**config.mk**
```make
export PLATFORM = sky130hd
export DESIGN_NAME = pipeline_sched_ctrl
export DESIGN_NICKNAME = d
export VERILOG_FILES = /design/src/rtl/pipeline_sched_ctrl.sv
export SDC_FILE = /design/constraint.sdc
export NUM_CORES = 1
export LEC_CHECK = 0
export ABC_AREA = 1
export BUFFER_PORTS_ARGS = -buffer_cell sky130_fd_sc_hd__buf_4
export CORE_UTILIZATION = 45
export CTS_BUF_LIST = sky130_fd_sc_hd__clkbuf_8 sky130_fd_sc_hd__clkbuf_16
export DETAILED_ROUTE_END_ITERATION = 6
export HOLD_SLACK_MARGIN = 0.08
export PLACE_DENSITY_LB_ADDON = 0.25
export SKIP_CTS_REPAIR_TIMING = 1
export SYNTH_ARGS = -nofsm -noshare
export SYNTH_HDL_FRONTEND = slang
export SYNTH_SLANG_ARGS = --single-unit
```
**constraint.sdc**
```tcl
create_clock -name clk -period 2.5 [get_ports clk]
set_input_delay 0.125 -clock clk [delete_from_list [all_inputs] [get_ports clk]]
set_output_delay 0.125 -clock clk [all_outputs]
set_load 0.01 [all_outputs]
```
**src/rtl/pipeline_sched_ctrl.sv**
```systemverilog
// ---------------------------------------------------------------------------
// pipeline_sched_ctrl
//   Central stall/flush scheduler for the pc/if/id/ex/mem/wb pipeline.
//   Merges the per-stage stall requests into one hold vector and sequences
//   exception/eret flushes together with the redirect PC. It also counts
//   consecutive stalled cycles so that a hang watchdog can fire.
//
// Ports
//   clk, rst           clock (rising edge), synchronous active-high reset
//   stallreq_from_*    stall requests from the if/id/ex/mem stages
//   excepttype_i       exception code from mem (0 = none, ERET_CODE = eret)
//   cp0_epc_i          current EPC, which is the redirect target for eret
//   stall[5:0]         per-stage hold, bit0 = pc .. bit5 = wb
//   flush              clears all pipeline registers (FLUSH_LEN cycles)
//   new_pc             redirect target, valid while flush = 1
//   stall_cnt          consecutive stalled cycles, saturating
//   stall_timeout      stall_cnt >= TIMEOUT
//   o_dbg_state        current FSM state (RUN=0, STALL=1, FLUSH=2)
//
// Handshake: none. The requests are levels sampled every cycle. stall
// responds to them combinationally. flush/new_pc are registered and appear
// the cycle after the exception was sampled.
// ---------------------------------------------------------------------------
module pipeline_sched_ctrl #(
  parameter logic [31:0] EXC_VECTOR = 32'h0000_0020,
  parameter logic [31:0] ERET_CODE  = 32'h0000_000e,
  parameter int          FLUSH_LEN  = 1,
  parameter int          CNT_W      = 8,
  parameter int          TIMEOUT    = 200
) (
  input  logic             clk,
  input  logic             rst,
  input  logic             stallreq_from_if,
  input  logic             stallreq_from_id,
  input  logic             stallreq_from_ex,
  input  logic             stallreq_from_mem,
  input  logic [31:0]      excepttype_i,
  input  logic [31:0]      cp0_epc_i,
  output logic [5:0]       stall,
  output logic             flush,
  output logic [31:0]      new_pc,
  output logic [CNT_W-1:0] stall_cnt,
  output logic             stall_timeout,
  output logic [1:0]       o_dbg_state
);

  typedef enum logic [1:0] {
    ST_RUN   = 2'd0,
    ST_STALL = 2'd1,
    ST_FLUSH = 2'd2
  } state_t;

  state_t           r_state;
  state_t           w_next_state;
  logic [3:0]       r_flush_cnt;
  logic [31:0]      r_new_pc;
  logic [CNT_W-1:0] r_stall_cnt;
  logic             r_stall_timeout;

  logic             w_any_req;
  logic             w_exc;
  logic             w_enter_flush;
  logic             w_flush_done;
  logic [5:0]       w_stall;
  logic [CNT_W-1:0] w_cnt_next;

  assign w_any_req     = stallreq_from_if | stallreq_from_id |
                         stallreq_from_ex | stallreq_from_mem;
  assign w_exc         = (excepttype_i != 32'd0);
  assign w_enter_flush = (r_state != ST_FLUSH) && w_exc;
  assign w_flush_done  = (r_flush_cnt == 4'(FLUSH_LEN - 1));

  // Next state and stall vector. A stall request raised in the same cycle
  // as an exception still holds the pipeline for that cycle; FLUSH takes
  // over from the next cycle on.
  always_comb begin
    w_next_state = r_state;
    w_stall      = 6'b000000;
    case (r_state)
      ST_RUN, ST_STALL: begin
        if (stallreq_from_mem)     w_stall = 6'b011111;
        else if (stallreq_from_ex) w_stall = 6'b001111;
        else if (stallreq_from_id) w_stall = 6'b000111;
        else if (stallreq_from_if) w_stall = 6'b000011;

        if (w_exc)          w_next_state = ST_FLUSH;
        else if (w_any_req) w_next_state = ST_STALL;
        else                w_next_state = ST_RUN;
      end
      ST_FLUSH: begin
        if (w_flush_done) w_next_state = ST_RUN;
      end
      default: w_next_state = ST_RUN;
    endcase
    if (rst) w_stall = 6'b000000;
  end

  // The counter saturates rather than wrapping so that the watchdog cannot
  // drop out during a very long hang.
  always_comb begin
    w_cnt_next = '0;
    if (w_enter_flush)
      w_cnt_next = '0;
    else if (w_stall != 6'b000000)
      w_cnt_next = (r_stall_cnt == {CNT_W{1'b1}}) ? r_stall_cnt
                                                  : r_stall_cnt + 1'b1;
  end

  always_ff @(posedge clk) begin
    if (rst) begin
      r_state         <= ST_RUN;
      r_flush_cnt     <= 4'd0;
      r_new_pc        <= 32'd0;
      r_stall_cnt     <= '0;
      r_stall_timeout <= 1'b0;
    end else begin
      r_state         <= w_next_state;
      r_stall_cnt     <= w_cnt_next;
      r_stall_timeout <= (w_cnt_next >= CNT_W'(TIMEOUT));

      if (r_state == ST_FLUSH)
        r_flush_cnt <= w_flush_done ? 4'd0 : r_flush_cnt + 4'd1;
      else
        r_flush_cnt <= 4'd0;

      // new_pc stays valid after FLUSH ends, until the next exception.
      if (w_enter_flush)
        r_new_pc <= (excepttype_i == ERET_CODE) ? cp0_epc_i : EXC_VECTOR;
    end
  end

  assign stall         = w_stall;
  assign flush         = (r_state == ST_FLUSH);
  assign new_pc        = r_new_pc;
  assign stall_cnt     = r_stall_cnt;
  assign stall_timeout = r_stall_timeout;
  assign o_dbg_state   = r_state;

endmodule

```
==> flow_summary.toml, run 1 <==
[run_status]
status = "finished clean"

[sta]
finalHoldViolCount = 0
worst_slew_pin_slew_ns = 0.6598
finalMaxSlewViolations = 0
relSlewSlack_pct = 55.91
layout_min_cycle_time_ns = 1.673
clock_skew_ns = 0.007447
final.setup.tns_ns = 0
maxClockFrequency_mhz = 597.8
finalSetupViolCount = 0
rsz0062_at_grt = "no"
fin_crit_sh_pct = 66.91

[synthesis]
yosysWarnings = 0
synth_cells = 280
synthArstFlopShare_pct = 0
synth_top_area_share_pct = 45.19
ys.flop_type = "dfxtp_1"
seq_area_frac_synth_pct = 45.19
synth_area_leaders = "dfxtp_1 45%, nand2_1 10%, nand3_1 9.1%, nor2_1 8.1%, a21oi_1 6.3%"
ys_ff_latch = 47
synth_top_area_cell = "dfxtp_1"
syn-cell-area_um2 = 2082
syn-mean-instance-area_um2 = 7.436
syn-num-nets = 353
synth_cell_types = 26
synth-edff-count = 0

[cells_and_area]
drive_above_1_share_pct = 36.39
fin_nets = 465
antenna_cells = 0
ff_latch_area_um2 = 940.9
stdcell_count = 445
multiInputGateArea_um2 = 985.9
fill_cells = 398
area_growth_pct = 46.39

[hold_path]
hp-start = "cp0_epc_i[5]"
hold_path_class = "input port to flip-flop"
holdPathEnd = "new_pc[5]$_SDFFE_PP0N_"
hold_path_depth = 3

[critical_path]
reg2reg_from = "o_dbg_state[1]$_SDFFE_PP0P_"
reg2reg_to = "new_pc[8]$_SDFFE_PP0N_"
critPathLaunchType = "flip-flop"
crit_type = "flip-flop to flip-flop"
crit_required_ns = 2.72
critPathArrivalTime_ns = 1.90
rrSetupSlack_ns = 0.83
crit_fanout = 27
reg2reg_depth = 7
endpoint_kind = "flip-flop"

[global_routing]
grt_overflow = 0
grt_pass1_vias = 2049
grtUsageTotal_pct = 21.30
grt_start_max_net_pins = 35
grt_first_pass_wirelength_um = 8590
antenna_found_initial = 0

[clock_network]
cts_made_buffers = 5
clock-root-buffer = "clkbuf_8"
htree_levels = 2
clk_latency_ns = 0.30
numClockSinks = 47
cts_buffer_depth = 2
clk_pin_slew_ns = 0.09
cts_tree = "yes"

[power]
pwr_density_cell_nw_per_um2 = 458.7
ir_drop_mv = 0.2980
p_leak_nw = 1.330

[floorplanning]
row_count = 24
die_y_um = 70.02
coreArea_um2 = 4414
dieArea_um2 = 4903
die_x_um = 70.02
io_pins = 120
start_util_pct = 47.17

[placed_design]
dp.cells = 437
hpwl_um = 3928
place.gp.congestion = 0.8178
port-buffer-count = 118

[drt]
drtIter0Drc = 127
vias = 2223
routedWlPerCell_um = 11.44
antenna_left = 0
first_pass_iters = 4
drc = 0
wl_um = 5089
vias_per_cell = 4.996

[run]
drv_cap = 0
==> through the flow <==
stage	total power [mW]	utilization, %	hold slack (ns)	worst slack [ns]	instance area [um2]
after floorplan	0.8423	-	0.2591	1.078	2082
after global placement	0.9444	66.89	0.3553	0.8697	2953
after detailed placement	0.9472	66.89	0.3694	0.8461	2953
after CTS	1.415	69.05	0.05674	0.8157	3048
after global routing	1.453	69.05	0.08461	0.6953	3048
final	1.398	69.05	0.06252	0.8273	3048
==> cells in the final DEF, fill, tap and decap left out <==
| master | synthesis | layout |
|---|---|---|
| nand3_2 | 1 | 1 |
| o21ai_2 | 1 | 1 |
| a21oi_1 | 26 | 26 |
| o21ai_4 | 1 | 1 |
| nand2_2 | 1 | 1 |
| inv_1 | 16 | 17 |
| conb_1 | 1 | 1 |
| nor3_1 | 2 | 2 |
| nand2_1 | 57 | 57 |
| a31oi_1 | 1 | 1 |
| xnor2_1 | 2 | 2 |
| dfxtp_1 | 47 | 47 |
| clkinv_4 | 0 | 1 |
| a21oi_2 | 7 | 7 |
| buf_4 | 2 | 120 |
| clkbuf_8 | 0 | 6 |
| ha_1 | 3 | 3 |
| xor2_1 | 2 | 2 |
| and2_1 | 1 | 1 |
| nor2_2 | 4 | 4 |
| nor2_1 | 45 | 45 |
| nand4_1 | 4 | 4 |
| o21ai_0 | 4 | 4 |
| nor2_4 | 1 | 1 |
| nand3_1 | 38 | 38 |
==> where the power goes <==
part / switching [mW] / internal [mW]
sequential: 0.00387 / 0.752
combinational: 0.0760 / 0.0961
clock: 0.248 / 0.223
==> cell families (layout without fill, tap and decap cells) <==
group | count (synthesis) | after routing | share of synthesized area, %
AOI/OAI and AO/OA | 40 | 40 | 11.66
DFF | 47 | 47 | 45.19
adders and majority gates | 3 | 3 | 1.803
xor gates and xnor gates | 4 | 4 | 1.683
and+or+nand+nor | 154 | 154 | 32.03
other | 1 | 1 | 0.1801
buffers and inverters | 31 | 144 | 7.452
==> how the worst max path moves through the flow <==
| stage | start | end | cells past startpoint |
|---|---|---|---|
| 2_1_floorplan | stall_cnt[0]$_SDFF_PP0_ | stall_timeout$_SDFF_PP0_ | 7 |
| 3_3_place_gp | o_dbg_state[1]$_SDFFE_PP0P_ | new_pc[25]$_SDFFE_PP0N_ | 7 |
| 3_5_place_dp | o_dbg_state[1]$_SDFFE_PP0P_ | new_pc[29]$_SDFFE_PP0N_ | 7 |
| 4_1_cts | o_dbg_state[1]$_SDFFE_PP0P_ | new_pc[8]$_SDFFE_PP0N_ | 7 |
| 5_1_grt | o_dbg_state[1]$_SDFFE_PP0P_ | new_pc[26]$_SDFFE_PP0N_ | 7 |
| 6_report | o_dbg_state[1]$_SDFFE_PP0P_ | new_pc[8]$_SDFFE_PP0N_ | 7 |
==> cells in the mapped netlist (2+ instances only) <==
library cell and number:
a21oi_1 26, nor3_1 2, dfxtp_1 47, xnor2_1 2
xor2_1 2, buf_6 3, nor2_1 45, nand3_1 38
clkbuf_1 3, o21ai_0 4, a21oi_2 7, inv_1 16
nand2_1 57, nor2_2 4, buf_4 2, ha_1 3
buf_2 7, nand4_1 4
==> metal layers <==
layer / global-route usage, % / up-vias / wire, um
met1: 24.84 / 1012 / 2085
met3: 5.628 / 6 / 380
met4: 6.222 / 0 / 69
met2: 38.03 / 78 / 2553
met5: 0 / - / 0
li1: - / 1127 / -
==> state kept, by name, summed over array words and instances, names as in the netlist <==
name / count
new_pc: 32
stall_cnt: 8
r_flush_cnt: 4
o_dbg_state: 2
stall_timeout: 1
==> worst max-delay path: stages, from the launching register on <==
cell and delay, ns:
dfxtp_1 0.38, inv_1 0.09, nor2_1 0.27, inv_1 0.13, o21ai_4 0.14, buf_4 0.33, nand2_1 0.09, a21oi_1 0.16
==> cell type report <==
type | count | area share, %
Sequential cell | 47 | 30.87
Timing Repair Buffer | 120 | 29.56
Clock buffer | 6 | 2.709
Clock inverter | 2 | 0.4105
Tap cell | 52 | 2.135
Inverter | 16 | 1.970
Multi-Input combinational cell | 202 | 32.35
No activity file was read; power rests on OpenSTA's default activity.
==> run 2: changes to the inputs <==
--- a/config.mk
+++ b/config.mk
@@ -7,7 +7,7 @@
 export LEC_CHECK = 0
 export ABC_AREA = 1
 export BUFFER_PORTS_ARGS = -buffer_cell sky130_fd_sc_hd__buf_4
-export CORE_UTILIZATION = 45
+export CORE_UTILIZATION = 39
 export CTS_BUF_LIST = sky130_fd_sc_hd__clkbuf_8 sky130_fd_sc_hd__clkbuf_16
 export DETAILED_ROUTE_END_ITERATION = 6
 export HOLD_SLACK_MARGIN = 0.08
==> constraint.sdc (replaced) <==
create_clock -name clk -period 1.4 [get_ports clk]
set_input_delay 0.07 -clock clk [delete_from_list [all_inputs] [get_ports clk]]
set_output_delay 0.07 -clock clk [all_outputs]
set_load 0.01 [all_outputs]
==> flow_summary.toml, run 2 (same netlist as run 1, synthesis figures left out) <==
[floorplanning]
die_y_um = 75.07
row_count = 26
die_x_um = 75.07
io_pins = 120
coreArea_um2 = 5140
dieArea_um2 = 5635
start_util_pct = 40.51

[critical_path]
critPathLaunchType = "flip-flop"
endpoint_kind = "primary output"
cp_num_buf_inv = 3
crit_required_ns = 1.33
rrSetupSlack_ns = 0.06
reg2reg_depth = 6
worst_path_most_repeated_cell = "buf_4"
crit_path_top_delay_cell = "dfxtp_1"
cpPeakStageDelay_ns = 0.34
crit_type = "flip-flop to primary output"
cp_cell_sequence = "nor2_2 > inv_2 > o21ai_4 > buf_4 > buf_4"
cp.depth = 5
critPathCapture = "stall[1]"
crit_family = "flip-flops"
crit_fanout = 4
reg2reg_from = "stall_cnt[0]$_SDFF_PP0_"
reg2reg_to = "stall_cnt[0]$_SDFF_PP0_"
critPathArrivalTime_ns = 1.28
cp-startpoint = "o_dbg_state[1]$_SDFFE_PP0P_"

[clock_network]
clock-root-buffer = "clkbuf_8"
numClockSinks = 47
cts_buffer_depth = 2
clk_latency_ns = 0.31
cts_made_buffers = 5
clk_pin_slew_ns = 0.09
htree_levels = 2
cts_tree = "yes"

[run_status]
status = "finished clean"

[global_routing]
grtUsageTotal_pct = 19.08
grt_start_max_net_pins = 34
grt_pass1_vias = 1947
grt_first_pass_wirelength_um = 8217
grt_overflow = 0
antenna_found_initial = 0

[hold_path]
hold_path_class = "input port to flip-flop"

[sta]
finalMaxSlewViolations = 0
fin_crit_sh_pct = 96.65
finalWorstSetupSlack_ns = 0.04696
finalSetupViolCount = 0
clock_skew_ns = 0.01717
rsz0062_at_grt = "yes"
layout_min_cycle_time_ns = 1.353
maxClockFrequency_mhz = 739.1
finalHoldViolCount = 0

[cells_and_area]
final_common_cell = "buf_4"
area_growth_pct = 69.47
final_cell_mix = "131 x buf_4, 57 x nand2_1, 45 x dfxtp_1"
antenna_cells = 0
fin_nets = 510
finalInstanceArea_um2 = 3528
drive_above_1_share_pct = 37.53
fill_cells = 447
largest_reg_flops = 32
final_util_pct = 68.65

[drt]
wl_um = 6049
first_pass_iters = 4
drtIter0Drc = 117
drc = 0
vias_per_cell = 4.675
routedWlPerCell_um = 11.93
antenna_left = 0
vias = 2370

[power]
p_leak_nw = 1.530
pwr_density_cell_nw_per_um2 = 721.7
ir_drop_mv = 0.6245

[placed_design]
hpwl_um = 3979
port-buffer-count = 118
dpl-instance-area_um2 = 3108
pre_cts_slack_ns = 0.04945
place.gp.congestion = 0.8169

[run]
drv_cap = 0
-- run 2: cell type report --
class                      count  area [um2]  share of cell area (%)
multi-input combinational    202        1001                   28.37
inverter                      16       60.06                   1.702
tap                           70       87.58                   2.482
sequential                    47       943.4                   26.74
clock inverter                 2       13.76                  0.3901
clock buffer                   5       68.82                   1.950
timing repair buffer         165        1354                   38.37
-- run 2: worst min-delay path by stage --
stage	cells after the start	endpoint	slack, ns	startpoint
2_1_floorplan	2	new_pc[5]$_SDFFE_PP0N_	0.20	cp0_epc_i[5]
3_3_place_gp	3	new_pc[5]$_SDFFE_PP0N_	0.29	cp0_epc_i[5]
3_5_place_dp	3	new_pc[5]$_SDFFE_PP0N_	0.31	cp0_epc_i[5]
4_1_cts	3	new_pc[5]$_SDFFE_PP0N_	-0.01	cp0_epc_i[5]
5_1_grt	3	new_pc[26]$_SDFFE_PP0N_	0.09	cp0_epc_i[26]
6_report	3	new_pc[26]$_SDFFE_PP0N_	0.04	cp0_epc_i[26]
-- run 2: per-stage QoR --
stage               hold WS [ns]  instances  power (mW)  TNS (ns)
global placement          0.2940        467       1.713         0
global route             0.08961        507       2.645  -0.08708
CTS                     -0.01305        474       2.484   -0.1399
detailed placement        0.3103        467       1.716         0
finish                   0.03854        507       2.546         0
floorplan                 0.2041        280       1.505         0
-- run 2: power breakdown --
| group | leakage [nW] | total, mW | internal [mW] | switching, mW |
|---|---|---|---|---|
| registers | 0.380 | 1.35 | 1.34 | 0.00465 |
| logic | 1.11 | 0.420 | 0.254 | 0.166 |
| clock network | 0.0440 | 0.779 | 0.342 | 0.438 |
| total | 1.53 | 2.55 | 1.94 | 0.608 |
-- run 2: tightest hold or removal path, cell delays in order --
cell and delay, ns:
buf_4 0.11, nand3_1 0.07, a21oi_1 0.05
-- run 2: per-layer routing --
metal	global-route usage (%)	part of all wire (%)	wire (um)	up-vias
met2	33.03	51	3071	92
met4	6.289	1.6	94	0
li1	-	-	-	1215
met3	6.024	6.9	418	7
met5	0	0	0	-
met1	22.38	41	2465	1056
